--- src/rtl/vga_pkg.sv ---
// Shared VGA timing constants and the timing descriptor used by renderers.
package vga_pkg;

    localparam int VGA_H_ACTIVE = 640;
    localparam int VGA_H_FRONT  = 16;
    localparam int VGA_H_SYNC   = 96;
    localparam int VGA_H_BACK   = 48;
    localparam int VGA_V_ACTIVE = 480;
    localparam int VGA_V_FRONT  = 10;
    localparam int VGA_V_SYNC   = 2;
    localparam int VGA_V_BACK   = 33;

    localparam bit SYNC_ACT_LOW  = 1'b0;
    localparam bit SYNC_ACT_HIGH = 1'b1;

    typedef struct packed {
        logic [15:0] h_active;
        logic [15:0] h_front;
        logic [15:0] h_sync;
        logic [15:0] h_back;
        logic [15:0] v_active;
        logic [15:0] v_front;
        logic [15:0] v_sync;
        logic [15:0] v_back;
        logic        hsync_pol;
        logic        vsync_pol;
    } vga_timing_t;

    localparam vga_timing_t VGA_640X480_60 = '{
        h_active:  16'(VGA_H_ACTIVE),
        h_front:   16'(VGA_H_FRONT),
        h_sync:    16'(VGA_H_SYNC),
        h_back:    16'(VGA_H_BACK),
        v_active:  16'(VGA_V_ACTIVE),
        v_front:   16'(VGA_V_FRONT),
        v_sync:    16'(VGA_V_SYNC),
        v_back:    16'(VGA_V_BACK),
        hsync_pol: SYNC_ACT_LOW,
        vsync_pol: SYNC_ACT_LOW
    };

    function automatic logic [15:0] h_total(input vga_timing_t t);
        return t.h_active + t.h_front + t.h_sync + t.h_back;
    endfunction

    function automatic logic [15:0] v_total(input vga_timing_t t);
        return t.v_active + t.v_front + t.v_sync + t.v_back;
    endfunction

endpackage

--- src/rtl/vga_sync_delay.sv ---
// Enabled shift register aligning {de, vsync, hsync} with renderer latency.
module vga_sync_delay #(
    parameter int         DEPTH   = 0,
    parameter logic [2:0] RST_VAL = 3'b011
) (
    input  logic       pclk,
    input  logic       reset,
    input  logic       ce,
    input  logic [2:0] d,
    output logic [2:0] q
);

    if (DEPTH == 0) begin : g_wire
        logic unused_ctl;
        assign unused_ctl = ^{pclk, reset, ce};
        assign q = d;
    end else begin : g_pipe
        logic [2:0] sr [DEPTH];

        always_ff @(posedge pclk or posedge reset) begin
            if (reset) begin
                for (int i = 0; i < DEPTH; i++) sr[i] <= RST_VAL;
            end else if (ce) begin
                sr[0] <= d;
                for (int i = 1; i < DEPTH; i++) sr[i] <= sr[i-1];
            end
        end

        assign q = sr[DEPTH-1];
    end

endmodule

--- src/rtl/vga_timing_gen.sv ---
// Parametrised VGA raster timing generator with pixel enable and
// a renderer-latency delay line on sync and data-enable.
module vga_timing_gen
    import vga_pkg::*;
#(
    parameter int H_ACTIVE   = VGA_H_ACTIVE,
    parameter int H_FRONT    = VGA_H_FRONT,
    parameter int H_SYNC     = VGA_H_SYNC,
    parameter int H_BACK     = VGA_H_BACK,
    parameter int V_ACTIVE   = VGA_V_ACTIVE,
    parameter int V_FRONT    = VGA_V_FRONT,
    parameter int V_SYNC     = VGA_V_SYNC,
    parameter int V_BACK     = VGA_V_BACK,
    parameter bit HSYNC_POL  = SYNC_ACT_LOW,
    parameter bit VSYNC_POL  = SYNC_ACT_LOW,
    parameter int CNT_W      = 11,
    parameter int FRAME_W    = 8,
    parameter int PIPE_DELAY = 0
) (
    input  logic               pclk,
    input  logic               reset,
    input  logic               ce,
    output logic [CNT_W-1:0]   h_cnt,
    output logic [CNT_W-1:0]   v_cnt,
    output logic               active,
    output logic               sol,
    output logic               sof,
    output logic [FRAME_W-1:0] frame_cnt,
    output logic               hsync,
    output logic               vsync,
    output logic               de
);

    localparam int H_TOTAL = H_ACTIVE + H_FRONT + H_SYNC + H_BACK;
    localparam int V_TOTAL = V_ACTIVE + V_FRONT + V_SYNC + V_BACK;

    localparam logic [CNT_W-1:0] H_LAST = CNT_W'(H_TOTAL - 1);
    localparam logic [CNT_W-1:0] V_LAST = CNT_W'(V_TOTAL - 1);
    localparam logic [CNT_W-1:0] H_ACT  = CNT_W'(H_ACTIVE);
    localparam logic [CNT_W-1:0] V_ACT  = CNT_W'(V_ACTIVE);
    localparam logic [CNT_W-1:0] HS_ON  = CNT_W'(H_ACTIVE + H_FRONT);
    localparam logic [CNT_W-1:0] HS_OFF = CNT_W'(H_ACTIVE + H_FRONT + H_SYNC);
    localparam logic [CNT_W-1:0] VS_ON  = CNT_W'(V_ACTIVE + V_FRONT);
    localparam logic [CNT_W-1:0] VS_OFF = CNT_W'(V_ACTIVE + V_FRONT + V_SYNC);

    logic             h_wrap;
    logic             v_wrap;
    logic [CNT_W-1:0] h_nxt;
    logic [CNT_W-1:0] v_nxt;
    logic             act_nxt;
    logic             hs_nxt;
    logic             vs_nxt;
    logic             hs_raw;
    logic             vs_raw;
    logic             de_raw;

    always_comb begin
        h_wrap  = (h_cnt == H_LAST);
        v_wrap  = (v_cnt == V_LAST);
        h_nxt   = h_wrap ? '0 : h_cnt + CNT_W'(1);
        v_nxt   = v_cnt;
        if (h_wrap) v_nxt = v_wrap ? '0 : v_cnt + CNT_W'(1);
        act_nxt = (h_nxt < H_ACT) && (v_nxt < V_ACT);
        hs_nxt  = (h_nxt >= HS_ON && h_nxt < HS_OFF) ? HSYNC_POL : ~HSYNC_POL;
        vs_nxt  = (v_nxt >= VS_ON && v_nxt < VS_OFF) ? VSYNC_POL : ~VSYNC_POL;
    end

    // Raw strobes are computed from next counts so they line up with h_cnt/v_cnt.
    always_ff @(posedge pclk or posedge reset) begin
        if (reset) begin
            h_cnt     <= '0;
            v_cnt     <= '0;
            frame_cnt <= '0;
            active    <= 1'b1;
            sol       <= 1'b1;
            sof       <= 1'b1;
            hs_raw    <= ~HSYNC_POL;
            vs_raw    <= ~VSYNC_POL;
            de_raw    <= 1'b0;
        end else if (ce) begin
            h_cnt     <= h_nxt;
            v_cnt     <= v_nxt;
            if (h_wrap && v_wrap) frame_cnt <= frame_cnt + FRAME_W'(1);
            active    <= act_nxt;
            sol       <= (h_nxt == '0);
            sof       <= (h_nxt == '0) && (v_nxt == '0);
            hs_raw    <= hs_nxt;
            vs_raw    <= vs_nxt;
            de_raw    <= act_nxt;
        end
    end

    // de starts low so nothing is shown before the first enabled pixel.
    vga_sync_delay #(
        .DEPTH   (PIPE_DELAY),
        .RST_VAL ({1'b0, ~VSYNC_POL, ~HSYNC_POL})
    ) u_delay (
        .pclk  (pclk),
        .reset (reset),
        .ce    (ce),
        .d     ({de_raw, vs_raw, hs_raw}),
        .q     ({de, vsync, hsync})
    );

endmodule

--- config.mk ---
export PLATFORM = sky130hd
export DESIGN_NAME = vga_timing_gen
export DESIGN_NICKNAME = d
export VERILOG_FILES = /design/src/rtl/vga_pkg.sv /design/src/rtl/vga_sync_delay.sv /design/src/rtl/vga_timing_gen.sv
export SDC_FILE = /design/constraint.sdc
export NUM_CORES = 1
export LEC_CHECK = 0
export CORE_UTILIZATION = 49
export DETAILED_ROUTE_END_ITERATION = 12
export GPL_ROUTABILITY_DRIVEN = 0
export GPL_TIMING_DRIVEN = 0
export PLACE_DENSITY_LB_ADDON = 0.08
export SYNTH_ARGS = -nofsm -noshare
export SYNTH_HDL_FRONTEND = slang
export SYNTH_SLANG_ARGS = --single-unit
export TNS_END_PERCENT = 100
--- constraint.sdc ---
create_clock -name pclk -period 2.3 [get_ports pclk]
set_input_delay 0.46 -clock pclk [delete_from_list [all_inputs] [get_ports pclk]]
set_output_delay 0.46 -clock pclk [all_outputs]
set_load 0.02 [all_outputs]
# After elaboration in Yosys (flattened, before gate mapping)
# Cells that the tools add are included.
[word_totals] register_bits=36 output_inout_bits=36
[classes] magnitude_cmp=6 reduce_logical=8 muxes=5 n_eq_ne=2 addsub=3
[ops] cell="11-bit 2-to-1 mux" n=3
[ops] cell="11-bit by 1-bit adder with 11-bit output, second input constant" n=2
[ops] cell="11-bit by 10-bit == test with 1-bit output, second input constant" n=2
[ops] cell="11-bit zero test" n=2
[ops] cell="11-bit by 10-bit less-than comparator with 1-bit output, second input constant" n=2
[ops] cell="11-bit by 9-bit less-than comparator with 1-bit output, second input constant" n=2
[ops] cell="11-bit by 10-bit >= comparator with 1-bit output, second input constant" n=1
[ops] cell="11-bit by 9-bit >= comparator with 1-bit output, second input constant" n=1
[ops] cell="8-bit by 1-bit adder with 8-bit output, second input constant" n=1
[ops] cell="1-bit logical AND" n=5
[ops] cell="1-bit 2-to-1 mux" n=2
[ops] cell="2-bit AND reduction" n=1

# Logic depth before layout (Yosys ltp)
# Gate-level depths: netlist (run 1).
[logic_depth] ltp_word=6 mapped_depth=9 mapped_depth_nobuf=8

# Modules after synthesis
# A second synthesis (run 1) with hierarchy kept.
[unflattened] cells_unflattened=260 area_unflattened_um2=2328.5
[by_module_without_submodules] module="vga_timing_gen" instances=1 area_each_um2=2306.0 cells_each=257 seq_area_each_um2=907.1
[by_module_without_submodules] module="vga_sync_delay" instances=1 area_each_um2=22.5 cells_each=3 seq_area_each_um2=0.0

# Worst setup path before layout (run 1)
# Ideal clock, no wire load.
[synth_timing] path_type="register -> register" from="register h_cnt[0]" to="register sof" setup_slack_ns=-0.159 t_required_ns=2.214 n_path_buf=0 path_stages_with_launch=8 arrival_ns=2.373 cell_sequence="dfrtp_1 -> ha_1 -> nand4_2 -> nor4_1 -> mux2_2 -> a2111oi_4 -> nand4_1 -> o31ai_2"
[synth_between] elab_chain_len=4
[synth_lines] item="start, declared" line="vga_timing_gen.sv:23" source="output logic [CNT_W-1:0] h_cnt,"
[synth_lines] item="start signal, assigned" line="vga_timing_gen.sv:81" source="h_cnt <= h_nxt;"
[synth_lines] item="11-bit by 1-bit adder with 11-bit output or 11-bit by 10-bit == test with 1-bit output (tied branches)" line="vga_timing_gen.sv:60, vga_timing_gen.sv:58"
[synth_lines] item="11-bit 2-to-1 mux, on equally long branches" line="vga_timing_gen.sv:60, vga_timing_gen.sv:62"
[synth_lines] item="11-bit zero test" line="vga_timing_gen.sv:86" source="sof <= (h_nxt == '0) && (v_nxt == '0);"
[synth_lines] item="1-bit logical AND (*)" line="vga_timing_gen.sv:86"
[synth_lines] item="end signal, assigned" line="vga_timing_gen.sv:86"
[synth_lines] item="end, declared" line="vga_timing_gen.sv:27" source="output logic sof,"
# Every way passes the cells marked *; elsewhere a longest branch is shown, timed or not.
# A chain may end at the register's enable or synchronous reset.

# Final worst setup path (run 1)
[layout_timing] from="register v_cnt[1]" to="register sof"
[layout_between] elab_chain_len=5
[layout_lines] item="start, declared" line="vga_timing_gen.sv:24" source="output logic [CNT_W-1:0] v_cnt,"
[layout_lines] item="start signal, assigned" line="vga_timing_gen.sv:82" source="v_cnt <= v_nxt;"
[layout_lines] item="11-bit by 1-bit adder with 11-bit output or 11-bit by 10-bit == test with 1-bit output (tied branches)" line="vga_timing_gen.sv:62, vga_timing_gen.sv:59"
[layout_lines] item="11-bit 2-to-1 mux" line="vga_timing_gen.sv:62" source="if (h_wrap) v_nxt = v_wrap ? '0 : v_cnt + CNT_W'(1);"
[layout_lines] item="11-bit 2-to-1 mux (*)" line="vga_timing_gen.sv:62"
[layout_lines] item="11-bit zero test (*)" line="vga_timing_gen.sv:86"
[layout_lines] item="1-bit logical AND (*)" line="vga_timing_gen.sv:86"
# Marked as above.

==> results of run 1 <==
per-layer routing:
| layer | GRT usage | routed length [um] |
|---|---|---|
| met4 | 0.1218 | 157 |
| met3 | 0.03155 | 315 |
| met5 | 0 | 0 |
| met2 | 0.4210 | 3141 |
| met1 | 0.3325 | 2941 |
how the worst max path moves through the flow:
stage | start | end | depth (start not counted)
after floorplan | h_cnt[0] | sof | 7
final | v_cnt[1] | sof | 8
after global placement | v_cnt[0] | vs_raw | 9
after CTS | h_cnt[6] | sof | 6
after global routing | v_cnt[1] | sof | 8
after detailed placement | v_cnt[0] | vs_raw | 9
what timing repair did:
action                     4_1_cts  5_1_grt
setup buffers                    9        9
gates resized for setup          9       17
setup endpoints to repair        6        7
pin swaps                        4        9
report_power, final:
| part | leakage [nW] | internal (mW) | switching, mW | total (mW) |
|---|---|---|---|---|
| sequential | 0.454 | 0.705 | 0.0826 | 0.788 |
| clock | 0.0552 | 0.322 | 0.251 | 0.573 |
| combinational | 0.832 | 0.387 | 0.409 | 0.797 |
| total | 1.34 | 1.41 | 0.743 | 2.16 |
cell type report:
cell class	count	area, um^2	area share
clock inverters	2	35.03	0.01037
plain buffers	21	175.2	0.05183
repair buffers	56	533.0	0.1577
multi-input cells	198	1531	0.4532
well taps	67	83.83	0.02481
clock buffers	6	72.57	0.02147
flip-flops and latches	36	914.6	0.2706
inverters	9	33.78	0.009996
worst max-delay path, cell delays in order, from the launching register on:
cell and delay [ns]:
dfrtp_2 0.45, inv_2 0.07, ha_1 0.15, and4bb_2 0.26, nand4b_1 0.19, a221o_1 0.45, a2111oi_4 0.20, nand4_1 0.18
o31ai_2 0.27
registers in the layout (all words and copies together), names as in the netlist:
signal,count
hs_raw,1
frame_cnt,8
v_cnt,11
sof,1
active,1
h_cnt,11
sol,1
vs_raw,1
de_raw,1
cells in the mapped netlist (all sizes together), types with 2 or more instances:
| master | count |
|---|---|
| xor2 | 7 |
| xnor2 | 14 |
| and4 | 3 |
| a31oi | 4 |
| nor2 | 17 |
| a22oi | 2 |
| buf | 9 |
| a311oi | 2 |
| or3 | 3 |
| nand4 | 10 |
| nor3 | 6 |
| nand2 | 18 |
| o31ai | 4 |
| inv | 9 |
| and2 | 5 |
| o22ai | 4 |
| o21a | 2 |
| or2 | 2 |
| nand2b | 3 |
| nand4b | 2 |
| mux2 | 8 |
| and4bb | 2 |
| a21oi | 10 |
| or4 | 3 |
| clkbuf | 13 |
| ha | 4 |
| and3 | 7 |
| dfstp | 5 |
| o21ai | 15 |
| nand3 | 15 |
| dfrtp | 31 |
| nor4 | 6 |
kinds of logic (layout without fill, tap and decap cells):
kind of cell / Yosys count / in the layout
flip-flops: 36 / 36
AO/OA/AOI/OAI: 58 / 58
AND/OR/NAND/NOR: 106 / 106
XOR/XNOR: 21 / 21
buffers and inverters: 31 / 94
multiplexers: 9 / 9
adder cells (fa/ha/maj): 4 / 4
per-stage QoR:
stage | utilization | setup TNS [ns] | std cells | hold WS [ns]
after floorplan | - | 0 | 265 | 0.5010
after global placement | 0.6200 | -0.6767 | 369 | 0.4592
after detailed placement | 0.6257 | -0.7802 | 370 | 0.4615
after CTS | 0.6738 | 0 | 387 | 0.4758
final | 0.7016 | -0.007012 | 395 | 0.4688
after global routing | 0.7016 | -0.05683 | 395 | 0.4982
==> run_results.csv, run 1 <==
group,metric,value,unit
cts,clock_latency,0.30,ns
placed_design,hpwl,4305,um
final_layout,num-fill-cells,393,
critical_path,startpoint_type,"flop",
logic_synthesis,avgSynthCellArea,9.471,um^2
critical_path,crit_required,2.52,ns
cts,cts_max_level,2,
route,wl_per_cell,16.60,um
logic_synthesis,synth_xor_area_frac,0.07328,
timing,fin_crit,2.307,ns
placed_design,numPortBuffers,37,
logic_synthesis,syn-cell-area,2510,um^2
floorplanning,chipWidth,73.57,um
final_layout,drive_gt1_frac,0.2835,
critical_path,crit_arrival,2.53,ns
cts,cts_max_path_buffers,2,
critical_path,end_kind,"flop",
final_layout,design_area,3379,um^2
floorplanning,core_area,4817,um^2
timing,max_freq,433.5,MHz
timing,tightest_slew,0.6611,ns
timing,setup_violations,1,
cts,cts_tree,"built",
route,drc,0,
min_path,hold_path.class,"reg2reg",
final_layout,nNetsFinal,334,
critical_path,cp_max_fo,5,
min_path,whs_path_depth,1,
logic_synthesis,async_flop_share,1.000,
logic_synthesis,netlist_top_cells_area,"dfrtp_1, dfstp_2, xnor2_1, mux2_2, o21ai_0",
power_and_ir_drop,powerDensity,638.3,nW/um^2
logic_synthesis,synth-edff-count,0,
route,drt-initial-drc-count,84,
critical_path,worstSetupPathType,"reg2reg",
timing,fin_skew,0.008456,ns
final_layout,final_common_cell,"clkdlybuf4s50_1",
final_layout,final_cell_mix,"clkdlybuf4s50_1, dfrtp_1, buf_4, nand2_1",
critical_path,worstReg2RegEnd,"sof",
critical_path,r2r_cells,8,
critical_path,r2r_setup_slack,-0.007,ns
floorplanning,start_util,0.5210,
route,vias_per_cell,5.977,
timing,finalCritPeriodShare,1.003,
run_status,status,"complete, but fails checks",
power_and_ir_drop,irDropWorstVdd,353.5,uV
global_route,grt_pass1_vias,2111,
global_route,gr-total-overflow,0,
route,totalWireLength,6556,um
cts,root_buffer,"clkbuf_8",
critical_path,worstReg2RegStart,"v_cnt[1]",
run_status,violations,"setup timing",
route,ant_nets,0,
logic_synthesis,synth_fp_nets,272,
global_route,grt_start_max_net_pins,24,
min_path,hold_path_end,"frame_cnt[7]",
flow_run,maxCapViolations,0,
logic_synthesis,syn_inst,265,
logic_synthesis,synth_simple_gate_area_frac,0.2592,
logic_synthesis,synthMuxAreaShare,0.03988,
timing,fin_ws,-0.007012,ns
final_layout,area_growth,34.65,%
cts,cts_sinks,36,
timing,relSlewSlack,0.5588,
logic_synthesis,netlist.area_leader.share,0.3091,
cts,cts.reportedPaths.clkPinSlew,0.08,ns
floorplanning,dieArea,5413,um^2
global_route,antenna_found_initial,0,
cts,cts_buffers,5,
floorplanning,row_count,25,
logic_synthesis,synthFlopType,"dfrtp_1",
min_path,timing.hold.worst.start,"frame_cnt[7]",
power_and_ir_drop,p_leak,1.341,nW
logic_synthesis,synthAdderAreaFrac,0.01994,
final_layout,diodes,0,
floorplanning,pin_count,39,
power_and_ir_drop,totalPowerFinal,2.157,mW
logic_synthesis,yosysSeqAreaShare,0.3614,
logic_synthesis,ys_ff_latch,36,
logic_synthesis,synth.largest_area_cell,"dfrtp_1",
placed_design,post-place-ws,-0.2095,ns
timing,rsz0062_at_grt,"yes",
floorplanning,die_h,73.57,um
logic_synthesis,yosys_warnings,0,
logic_synthesis,synth_compound_gate_area_share,0.1635,
global_route,grt_first_pass_wirelength,10280,um
route,firstDrtPassIters,4,
cts,cts_hold_buf,0,
logic_synthesis,synth_top_family_by_area,"simple AND/OR/NAND/NOR gates",
global_route,grt_use_total,0.2553,
placed_design,placed_area,3014,um^2
route,num_vias,2361,
timing,slew_viol_final,0,
logic_synthesis,synth_cell_types,69,
timing,hold_viol,0,
Power figures use the tool's default switching activity.
==> run 2, diff against run 1 <==
ABC_AREA = 1   (was not set)
==> run 2 against run 1 <==
  * Critical endpoint is now vs_raw
  * Register-to-register slack better by 0.17 ns
  * Critical path type unchanged
  * Synthesized area down 2.2%
  * Flip-flop and latch count unchanged
  * Largest cell class unchanged
  * Wire length down 2.5%
  * The run now ends clean
  * Worst setup slack better by 0.17 ns
==> run_results.csv, run 2 <==
group,metric,value,unit
cts,cts_max_level,2,
cts,cts_sinks,36,
cts,cts_hold_buf,0,
floorplanning,row_count,25,
cts,clock_latency,0.30,ns
timing,fin_crit,2.135,ns
floorplanning,pin_count,39,
placed_design,hpwl,4645,um
floorplanning,die_h,72.78,um
min_path,hold_path.class,"reg2reg",
logic_synthesis,ys_ff_latch,36,
critical_path,cpMaxStageDelayCell,"dfrtp_2",
placed_design,numPortBuffers,38,
floorplanning,dieArea,5297,um^2
logic_synthesis,synth_most_common_cell,"nand2_1",
timing,fin_skew,0.007552,ns
run_status,status,"finished, final reports clean",
logic_synthesis,netlist.area_leader.share,0.3160,
critical_path,crit_required,2.53,ns
final_layout,final_common_cell,"nand2_1",
timing,tightest_slew,0.7579,ns
global_route,grt_use_total,0.2641,
final_layout,fin_util,0.6418,
global_route,grt_first_pass_wirelength,10650,um
flow_run,maxCapViolations,0,
final_layout,nNetsFinal,404,
cts,cts_max_path_buffers,2,
critical_path,end_kind,"flop",
logic_synthesis,synth_cell_types,34,
final_layout,largestRegisters,"h_cnt: 11 flops, v_cnt: 11 flops, frame_cnt: 8 flops",
power_and_ir_drop,irDropWorstVdd,505.4,uV
logic_synthesis,yosys_warnings,0,
critical_path,critPathMaxStageDelay,0.45,ns
logic_synthesis,netlist_top_cells_area,"dfrtp_1, nand2_1, nand3_1, nor2_1, inv_1",
final_layout,multi_input_area,1380,um^2
final_layout,final_cell_mix,"nand2_1, nand3_1, nor2_1, clkdlybuf4s50_1, inv_1",
cts,cts_buffers,5,
timing,hold_viol,0,
critical_path,path_buf_inv,1,
logic_synthesis,syn-cell-area,2455,um^2
timing,slew_viol_final,0,
floorplanning,core_area,4786,um^2
critical_path,startpoint_type,"flop",
cts,root_buffer,"clkbuf_8",
logic_synthesis,synthFlopType,"dfrtp_1",
route,drt-initial-drc-count,119,
route,totalWireLength,6390,um
timing,finalCritPeriodShare,0.9282,
final_layout,design_area,3072,um^2
logic_synthesis,synth_common_cells,"nand2_1, nand3_1, nor2_1",
timing,tns,0,ns
timing,rsz0062_at_grt,"no",
floorplanning,start_util,0.5129,
logic_synthesis,synth.largest_area_cell,"dfrtp_1",
placed_design,dp_cells,454,
global_route,gr-total-overflow,0,
route,num_vias,2470,
power_and_ir_drop,powerDensity,775.3,nW/um^2
critical_path,crit_arrival,2.37,ns
route,drc,0,
global_route,antenna_found_initial,0,
cts,cts_tree,"built",
floorplanning,chipWidth,72.78,um
placed_design,placed_area,2919,um^2
logic_synthesis,syn_inst,349,
logic_synthesis,synth_fp_nets,356,
timing,relSlewSlack,0.4940,
critical_path,path_cells,"ha_2 -> nand2_2 -> nor2_8 -> nand3_2 -> nor2_4 -> buf_4 -> nand3_1 -> nand2_1 -> nand3_1 -> nor2_1 -> nand3_1 -> nor2_1 -> nor2_1",
logic_synthesis,async_flop_share,1.000,
route,vias_per_cell,5.312,
cts,cts.reportedPaths.clkPinSlew,0.08,ns
timing,max_freq,468.4,MHz
logic_synthesis,yosysSeqAreaShare,0.3695,
critical_path,worstSetupPathType,"reg2reg",
logic_synthesis,avgSynthCellArea,7.034,um^2
final_layout,drive_gt1_frac,0.1256,
critical_path,path_delay_family,"simple AND/OR/NAND/NOR gates",
timing,setup_violations,0,
critical_path,cp_max_fo,7,
global_route,grt_start_max_net_pins,37,
final_layout,regArea,908.4,um^2
final_layout,area_growth,25.13,%
final_layout,num-fill-cells,447,
logic_synthesis,synth-edff-count,0,
final_layout,fin_cells,465,
route,wl_per_cell,13.74,um
route,firstDrtPassIters,4,
global_route,grt_pass1_vias,2290,
final_layout,diodes,0,
route,ant_nets,0,
power_and_ir_drop,p_leak,1.426,nW
==> run 2: power breakdown <==
group	internal, mW	total [mW]	switching [mW]
logic	0.342	0.873	0.531
clock network	0.327	0.591	0.264
registers	0.730	0.918	0.187
==> run 2: layer usage <==
| metal | GRT usage | vias to the layer above | wire (um) |
|---|---|---|---|
| met5 | 0 | - | 0 |
| met2 | 0.4299 | 82 | 2965 |
| met4 | 0.1111 | 0 | 151 |
| met3 | 0.05801 | 18 | 348 |
| met1 | 0.3398 | 1144 | 2925 |
| li1 | - | 1226 | - |
==> run 2: path summary, 6_finish.rpt <==
path                         startpoint            to  slack [ns]  cells past startpoint
max                            h_cnt[0]        vs_raw        0.17                     13
min                        frame_cnt[7]  frame_cnt[7]        0.47                      1
max reg2reg                    h_cnt[0]        vs_raw        0.17                     13
min reg2reg                frame_cnt[7]  frame_cnt[7]        0.47                      1
max in group asynchronous         reset      h_cnt[0]        1.17                      2
min in group asynchronous         reset        de_raw        0.61                      2
==> run 2: what timing repair did <==
| action | in CTS | in global routing |
|---|---|---|
| endpoints found under the setup margin | 0 | 8 |
| gates resized for setup | 0 | 4 |
| endpoints found under the hold margin | 0 | 0 |
| buffers inserted | 0 | 3 |
==> run 2: cell families after synthesis <==
kind of cell / count (synthesis) / share of synthesized area
AND/OR/NAND/NOR: 224 / 0.4424
buffers and inverters: 46 / 0.07390
multiplexers: 1 / 0.004587
AO/OA/AOI/OAI: 32 / 0.06779
flip-flops: 36 / 0.3695
XOR/XNOR: 6 / 0.02141
adder cells (fa/ha/maj): 4 / 0.02039
==> run 2: area by class of cell <==
type	count	area share
buffer	6	0.01018
clock buffer	5	0.02240
clock inverter	3	0.01507
inverter	40	0.04888
multi-input combinational	267	0.4493
sequential	36	0.2957
tap	67	0.02729
timing repair buffer	41	0.1312
==> run 2: through the flow <==
stage / setup slack, ns / power (mW) / hold WS (ns)
finish: 0.1650 / 2.382 / 0.4722
global route: 0.006253 / 2.534 / 0.4917
CTS: 0.04633 / 2.371 / 0.4762
detailed placement: 0.07129 / 1.782 / 0.4671
global placement: 0.1069 / 1.772 / 0.4592
floorplan: 0.3713 / 1.445 / 0.5009
